`src/rtl/seg_display_ctrl.sv`:
```
// Multi-digit seven-segment controller: load/shift, BCD count up/down, rotate, registered glyphs.
// Optional leading-zero blanking is compiled in with `define SEG_BLANK_LEADING_ZERO_EN.
module seg_display_ctrl #(
  parameter int DIGITS   = 5,
  parameter int TICK_DIV = 50000000
) (
  input  logic                  clk,
  input  logic                  reset_n,
  input  logic [1:0]            mode,
  input  logic [3:0]            digit_in,
  input  logic                  digit_load,
  input  logic                  run,
  input  logic                  clear,
  output logic [8*DIGITS-1:0]   seg,
  output logic                  done,
  output logic                  wrap
);

  localparam int CW = $clog2(TICK_DIV);
  localparam logic [CW-1:0] CntMax = CW'(TICK_DIV - 1);

  localparam logic [1:0] ModeStatic = 2'd0;
  localparam logic [1:0] ModeUp     = 2'd1;
  localparam logic [1:0] ModeDown   = 2'd2;
  localparam logic [1:0] ModeScroll = 2'd3;

  logic [CW-1:0]              r_cnt;
  logic [DIGITS-1:0][3:0]     r_d;
  logic                       r_load_prev;
  logic                       r_armed;
  logic [1:0]                 r_mode_prev;
  logic                       r_done;
  logic                       r_wrap_pend;
  logic                       r_wrap;
  logic [8*DIGITS-1:0]        r_seg;

  logic [CW-1:0]              w_cnt_next;
  logic [DIGITS-1:0][3:0]     w_d_next;
  logic [DIGITS-1:0][3:0]     w_inc;
  logic [DIGITS-1:0][3:0]     w_dec;
  logic                       w_inc_wrap;
  logic                       w_done_next;
  logic                       w_wrap_next;
  logic [8*DIGITS-1:0]        w_seg_next;
  logic                       w_mode_chg;
  logic                       w_load;
  logic                       w_tick;
  logic [3:0]                 w_load_val;

  function automatic logic [7:0] glyph(input logic [3:0] v);
    logic [7:0] g;
    case (v)
      4'h0: g = 8'hC0;  4'h1: g = 8'hF9;  4'h2: g = 8'hA4;  4'h3: g = 8'hB0;
      4'h4: g = 8'h99;  4'h5: g = 8'h92;  4'h6: g = 8'h82;  4'h7: g = 8'hF8;
      4'h8: g = 8'h80;  4'h9: g = 8'h90;  4'hA: g = 8'h88;  4'hB: g = 8'h83;
      4'hC: g = 8'hC6;  4'hD: g = 8'hA1;  4'hE: g = 8'h86;  default: g = 8'h8E;
    endcase
    return g;
  endfunction

  function automatic logic [8*DIGITS-1:0] seg_reset();
    logic [8*DIGITS-1:0] v;
`ifdef SEG_BLANK_LEADING_ZERO_EN
    v = {8*DIGITS{1'b1}};
    v[7:0] = 8'hC0;
`else
    v = {DIGITS{8'hC0}};
`endif
    return v;
  endfunction

  // Edge detection is disarmed for the first cycle after reset so a held-high load is ignored.
  assign w_mode_chg = (mode != r_mode_prev);
  assign w_load     = digit_load & ~r_load_prev & r_armed;
  assign w_tick     = run && (mode != ModeStatic) && !w_mode_chg && (r_cnt == CntMax);
  assign w_load_val = (((mode == ModeUp) || (mode == ModeDown)) && (digit_in > 4'd9)) ?
                      4'd0 : digit_in;

  always_comb begin
    w_cnt_next = r_cnt;
    if (clear || (mode == ModeStatic) || w_mode_chg) begin
      w_cnt_next = '0;
    end else if (run) begin
      w_cnt_next = (r_cnt == CntMax) ? '0 : r_cnt + CW'(1);
    end
  end

  always_comb begin : p_arith
    logic v_carry;
    logic v_borrow;
    w_inc    = r_d;
    w_dec    = r_d;
    v_carry  = 1'b1;
    v_borrow = 1'b1;
    for (int k = 0; k < DIGITS; k++) begin
      if (v_carry) begin
        if (r_d[k] >= 4'd9) begin
          w_inc[k] = 4'd0;
        end else begin
          w_inc[k] = r_d[k] + 4'd1;
          v_carry  = 1'b0;
        end
      end
      if (v_borrow) begin
        if (r_d[k] == 4'd0) begin
          w_dec[k] = 4'd9;
        end else begin
          w_dec[k] = r_d[k] - 4'd1;
          v_borrow = 1'b0;
        end
      end
    end
    w_inc_wrap = v_carry;
  end

  always_comb begin
    w_d_next    = r_d;
    w_done_next = r_done && !w_mode_chg;
    w_wrap_next = 1'b0;
    if (clear) begin
      w_d_next    = '0;
      w_done_next = 1'b0;
    end else if (w_load) begin
      for (int k = 1; k < DIGITS; k++) begin
        w_d_next[k] = r_d[k-1];
      end
      w_d_next[0] = w_load_val;
      w_done_next = 1'b0;
    end else if (w_tick) begin
      case (mode)
        ModeUp: begin
          w_d_next    = w_inc;
          w_wrap_next = w_inc_wrap;
        end
        ModeDown: begin
          // Count-down saturates at zero rather than wrapping to all-9.
          if (r_d == '0) begin
            w_done_next = 1'b1;
          end else begin
            w_d_next = w_dec;
            if (w_dec == '0) w_done_next = 1'b1;
          end
        end
        ModeScroll: begin
          for (int k = 1; k < DIGITS; k++) begin
            w_d_next[k] = r_d[k-1];
          end
          w_d_next[0] = r_d[DIGITS-1];
        end
        default: ;
      endcase
    end
  end

  always_comb begin : p_glyph
    logic v_zero_above;
    v_zero_above = 1'b1;
    w_seg_next   = '0;
    for (int k = DIGITS - 1; k >= 0; k--) begin
      w_seg_next[8*k +: 8] = glyph(r_d[k]);
`ifdef SEG_BLANK_LEADING_ZERO_EN
      v_zero_above = v_zero_above && (r_d[k] == 4'd0);
      if ((k != 0) && v_zero_above) w_seg_next[8*k +: 8] = 8'hFF;
`endif
    end
  end

  always_ff @(posedge clk or negedge reset_n) begin
    if (!reset_n) begin
      r_cnt       <= '0;
      r_d         <= '0;
      r_load_prev <= 1'b0;
      r_armed     <= 1'b0;
      r_mode_prev <= 2'd0;
      r_done      <= 1'b0;
      r_wrap_pend <= 1'b0;
      r_wrap      <= 1'b0;
      r_seg       <= seg_reset();
    end else begin
      r_cnt       <= w_cnt_next;
      r_d         <= w_d_next;
      r_load_prev <= digit_load;
      r_armed     <= 1'b1;
      r_mode_prev <= mode;
      r_done      <= w_done_next;
      // Wrap is delayed one stage so it lines up with the all-zero glyphs.
      r_wrap_pend <= w_wrap_next;
      r_wrap      <= r_wrap_pend;
      r_seg       <= w_seg_next;
    end
  end

  assign seg  = r_seg;
  assign done = r_done;
  assign wrap = r_wrap;

endmodule
```
`config.mk`:
```
export PLATFORM = sky130hd
export DESIGN_NAME = seg_display_ctrl
export DESIGN_NICKNAME = d
export VERILOG_FILES = /design/src/rtl/seg_display_ctrl.sv
export SDC_FILE = /design/constraint.sdc
export NUM_CORES = 1
export LEC_CHECK = 0
export ABC_AREA = 1
export BUFFER_PORTS_ARGS = -buffer_cell sky130_fd_sc_hd__buf_2
export CORE_MARGIN = 2
export CORE_UTILIZATION = 61
export CTS_CLUSTER_DIAMETER = 150
export DETAILED_ROUTE_END_ITERATION = 8
export GPL_TIMING_DRIVEN = 0
export PLACE_DENSITY = 0.84
export SYNTH_ARGS = -nofsm -noshare
export SYNTH_HDL_FRONTEND = slang
export SYNTH_SLANG_ARGS = --single-unit
```
`constraint.sdc`:
```
create_clock -name clk -period 2.8 [get_ports clk]
set_input_delay 0.56 -clock clk [delete_from_list [all_inputs] [get_ports clk]]
set_output_delay 0.56 -clock clk [all_outputs]
set_load 0.005 [all_outputs]
```
==> metrics.yaml <==
worst_setup_path:
  end_kind: "register"
  cp.required_ns: 3.11
  crit_top_cell: "nand2_1"
  cp_max_fo: 10
  cp_num_buf_inv: 1
  max_stage_delay_ns: 0.47
  path_class: "reg -> reg"
  worstPathArrival_ns: 2.90
  critPathLaunchType: "register"
  crit_chain: "clkinv_1 > ha_1 > ha_1 > nand2_1 > nand2_1 > nand2_1 > nand2_1 > nor2_1 > nand2_1 > nor2_1 > nand3_1 > nand2_1 > nand2_1 > a21oi_2"
  timing.rr.start: "r_d[4]"
  cp_slowest_cell: "ha_1"
  cpLargestDelayFamily: "simple AND/OR/NAND/NOR gates"
  crit_start: "r_d[4]"
clock_tree:
  hold_buffers: 0
  clock_sinks: 88
  cts_root_buffer: "clkbuf_8"
  post_cts_buffers: 0
  clock_latency_ns: 0.37
  numCtsBuffers: 9
  clkTransAtPathRegs_ns: 0.09
  cts_tree: "done"
  cts.repair.resized: 0
  clock_path_buffers: 2
  htree_levels: 3
finish:
  final_cell_area_um2: 6670
  diodes: 0
  nets: 920
  area_growth_pct: 10.3
  drive_gt1_frac: 0.147
synth:
  ys_warn_count: 0
  ys_seq_elements: 88
  synth_area_um2: 6050
  ys.flop_type: "dfrtp_1"
  yosys.area.top_type: "dfrtp_1"
  synth_top_area_frac: 0.343
  syn-instance-count: 810
  ys_seq_area_frac: 0.365
  synth_edf_count: 0
  netlist-cell-type-count: 53
  avgSynthCellArea_um2: 7.47
  synth_area_leaders: "dfrtp_1, nand2_1, ha_1"
  synth-async-reset-ratio: 1.00
placement:
  dpl_worst_slack_ns: 0.292
  portBuffers: 47
  place.gp.congestion: 0.978
  placed_area_um2: 6500
  dp_hpwl_mm: 12.0
pwr:
  irDropWorstVdd_mv: 0.427
  p_leak_uw: 0.00318
  p_per_area_nw_per_um2: 668
sta:
  rsz0062_at_grt: "false"
  hold_viol: 0
  worstMarginPinSlew_ns: 0.664
  max-slew-margin-rel: 0.556
  timing.final.max_slew_violations: 0
  layout_min_cycle_time_ns: 2.60
  fin_crit_sh: 0.927
  fmax_mhz: 385
  fin_skew_ns: 0.00942
  fin_ws_ns: 0.204
  whs_ns: 0.168
  finalSetupTns_ns: 0
  setup_violations: 0
routing:
  drcViolationCount: 0
  viasPerCell: 5.95
  vias: 6017
  ant_nets: 0
  drtIter0Drc: 392
  wl_per_cell_um: 15.9
  first_pass_iters: 7
  finalWirelength_mm: 16.0
global_route:
  grt.overflow.total: 0
  grt_pass1_wl_mm: 27.0
  grt_max_degree: 48
  grt_pass1_vias: 5783
  track_usage: 0.306
  antenna_found_initial: 0
floorplan:
  num_rows: 36
  die_y_um: 104
  num_io_pins: 53
  start_util: 0.625
  core_um2: 9680
  die_x_um: 104
  dieArea_um2: 10700
run_status:
  status: "complete, no violations"
min_path:
  hp-class: "in -> async"
job:
  maxCapViolCount: 0
==> synth_stat cells, types with 2 or more instances <==
| cell type | number |
|---|---|
| nand2_1 | 178 |
| inv_1 | 85 |
| dfrtp_1 | 83 |
| nor2_1 | 81 |
| nand3_1 | 57 |
| o21ai_0 | 56 |
| a21oi_1 | 42 |
| ha_1 | 35 |
| nand4_1 | 15 |
| nor3_1 | 15 |
| o22ai_1 | 14 |
| o211ai_1 | 11 |
| inv_2 | 10 |
| o221ai_1 | 10 |
| a31oi_1 | 8 |
| buf_2 | 8 |
| xor2_1 | 8 |
| buf_4 | 7 |
| clkbuf_1 | 7 |
| nor2_4 | 6 |
| o21ai_1 | 6 |
| o31ai_1 | 6 |
| dfstp_2 | 5 |
| nand2_2 | 5 |
| nand2_4 | 4 |
| nor4_1 | 4 |
| o2111ai_1 | 4 |
| o32ai_1 | 4 |
| a21oi_2 | 3 |
| clkinv_1 | 3 |
| nor2_2 | 3 |
| nor3_2 | 3 |
| o21a_1 | 3 |
| buf_6 | 2 |
==> cell families after synthesis <==
logic type / after synthesis / synth area share
AO/OA/AOI/OAI: 176 / 0.179
flip-flops: 88 / 0.365
adder cells (fa/ha/maj): 35 / 0.0724
other: 1 / 0.000620
XOR/XNOR: 8 / 0.0116
buffers and inverters: 125 / 0.0881
AND/OR/NAND/NOR: 377 / 0.284
==> stage by stage <==
stage                util  total power (uW)  instances
finish              0.689              4450       1012
CTS                 0.689              4440       1012
global route        0.689              4770       1012
global placement    0.668              3560        995
floorplan               -              3010        815
detailed placement  0.671              3620        996
==> cell type report <==
type,count,area [um^2]
Buffer,26,159
Clock buffer,10,128
Clock inverter,6,45.0
Fill cell,822,3010
Inverter,99,374
Multi-Input combinational cell,602,3330
Sequential cell,88,2210
Tap cell,133,166
Timing Repair Buffer,48,265
==> state kept, by name, indices dropped and copies added, names as in the netlist <==
signal       flops
r_mode_prev      2
wrap             1
done             1
r_armed          1
r_cnt           26
seg             35
r_load_prev      1
r_d             20
r_wrap_pend      1
==> layer usage <==
layer	wire length (um)	global-route usage	vias up
met5	0	0	-
met4	498	0.142	0
met3	1260	0.0503	48
met2	7340	0.486	280
met1	6950	0.414	2826
li1	-	-	2863
==> layout by cell type (no fill, tap or decap), drive strengths merged, types with 3 or more instances in the layout <==
cell type and count:
o22ai 14, nand3 59, clkbuf 18, o211ai 11, xor2 8, o32ai 4
clkinv 5, buf 66, nor3 18, o21a 3, conb 6, o31ai 6
o221ai 10, inv 97, ha 35, a21oi 45, nor2 90, a31oi 9
o2111ai 4, dfrtp 83, nor4 5, nand2 187, nand4 16, dfstp 5
o21ai 63, clkinvlp 3
==> report_power, final <==
part           internal, uW  switching [uW]
combinational           696            1270
clock                   325             482
sequential             1530             150
total                  2550            1900
==> final timing paths <==
check,endpoint,slack [ns],cells past startpoint
worst max-delay path,done,0.20,14
worst min-delay path,r_cnt[0],0.17,1
worst max register to register,done,0.20,14
worst min register to register,wrap,0.36,0
max in group asynchronous,seg[38],1.95,2
min in group clk,r_load_prev,0.31,1
No activity file was read; power rests on OpenSTA's default activity.
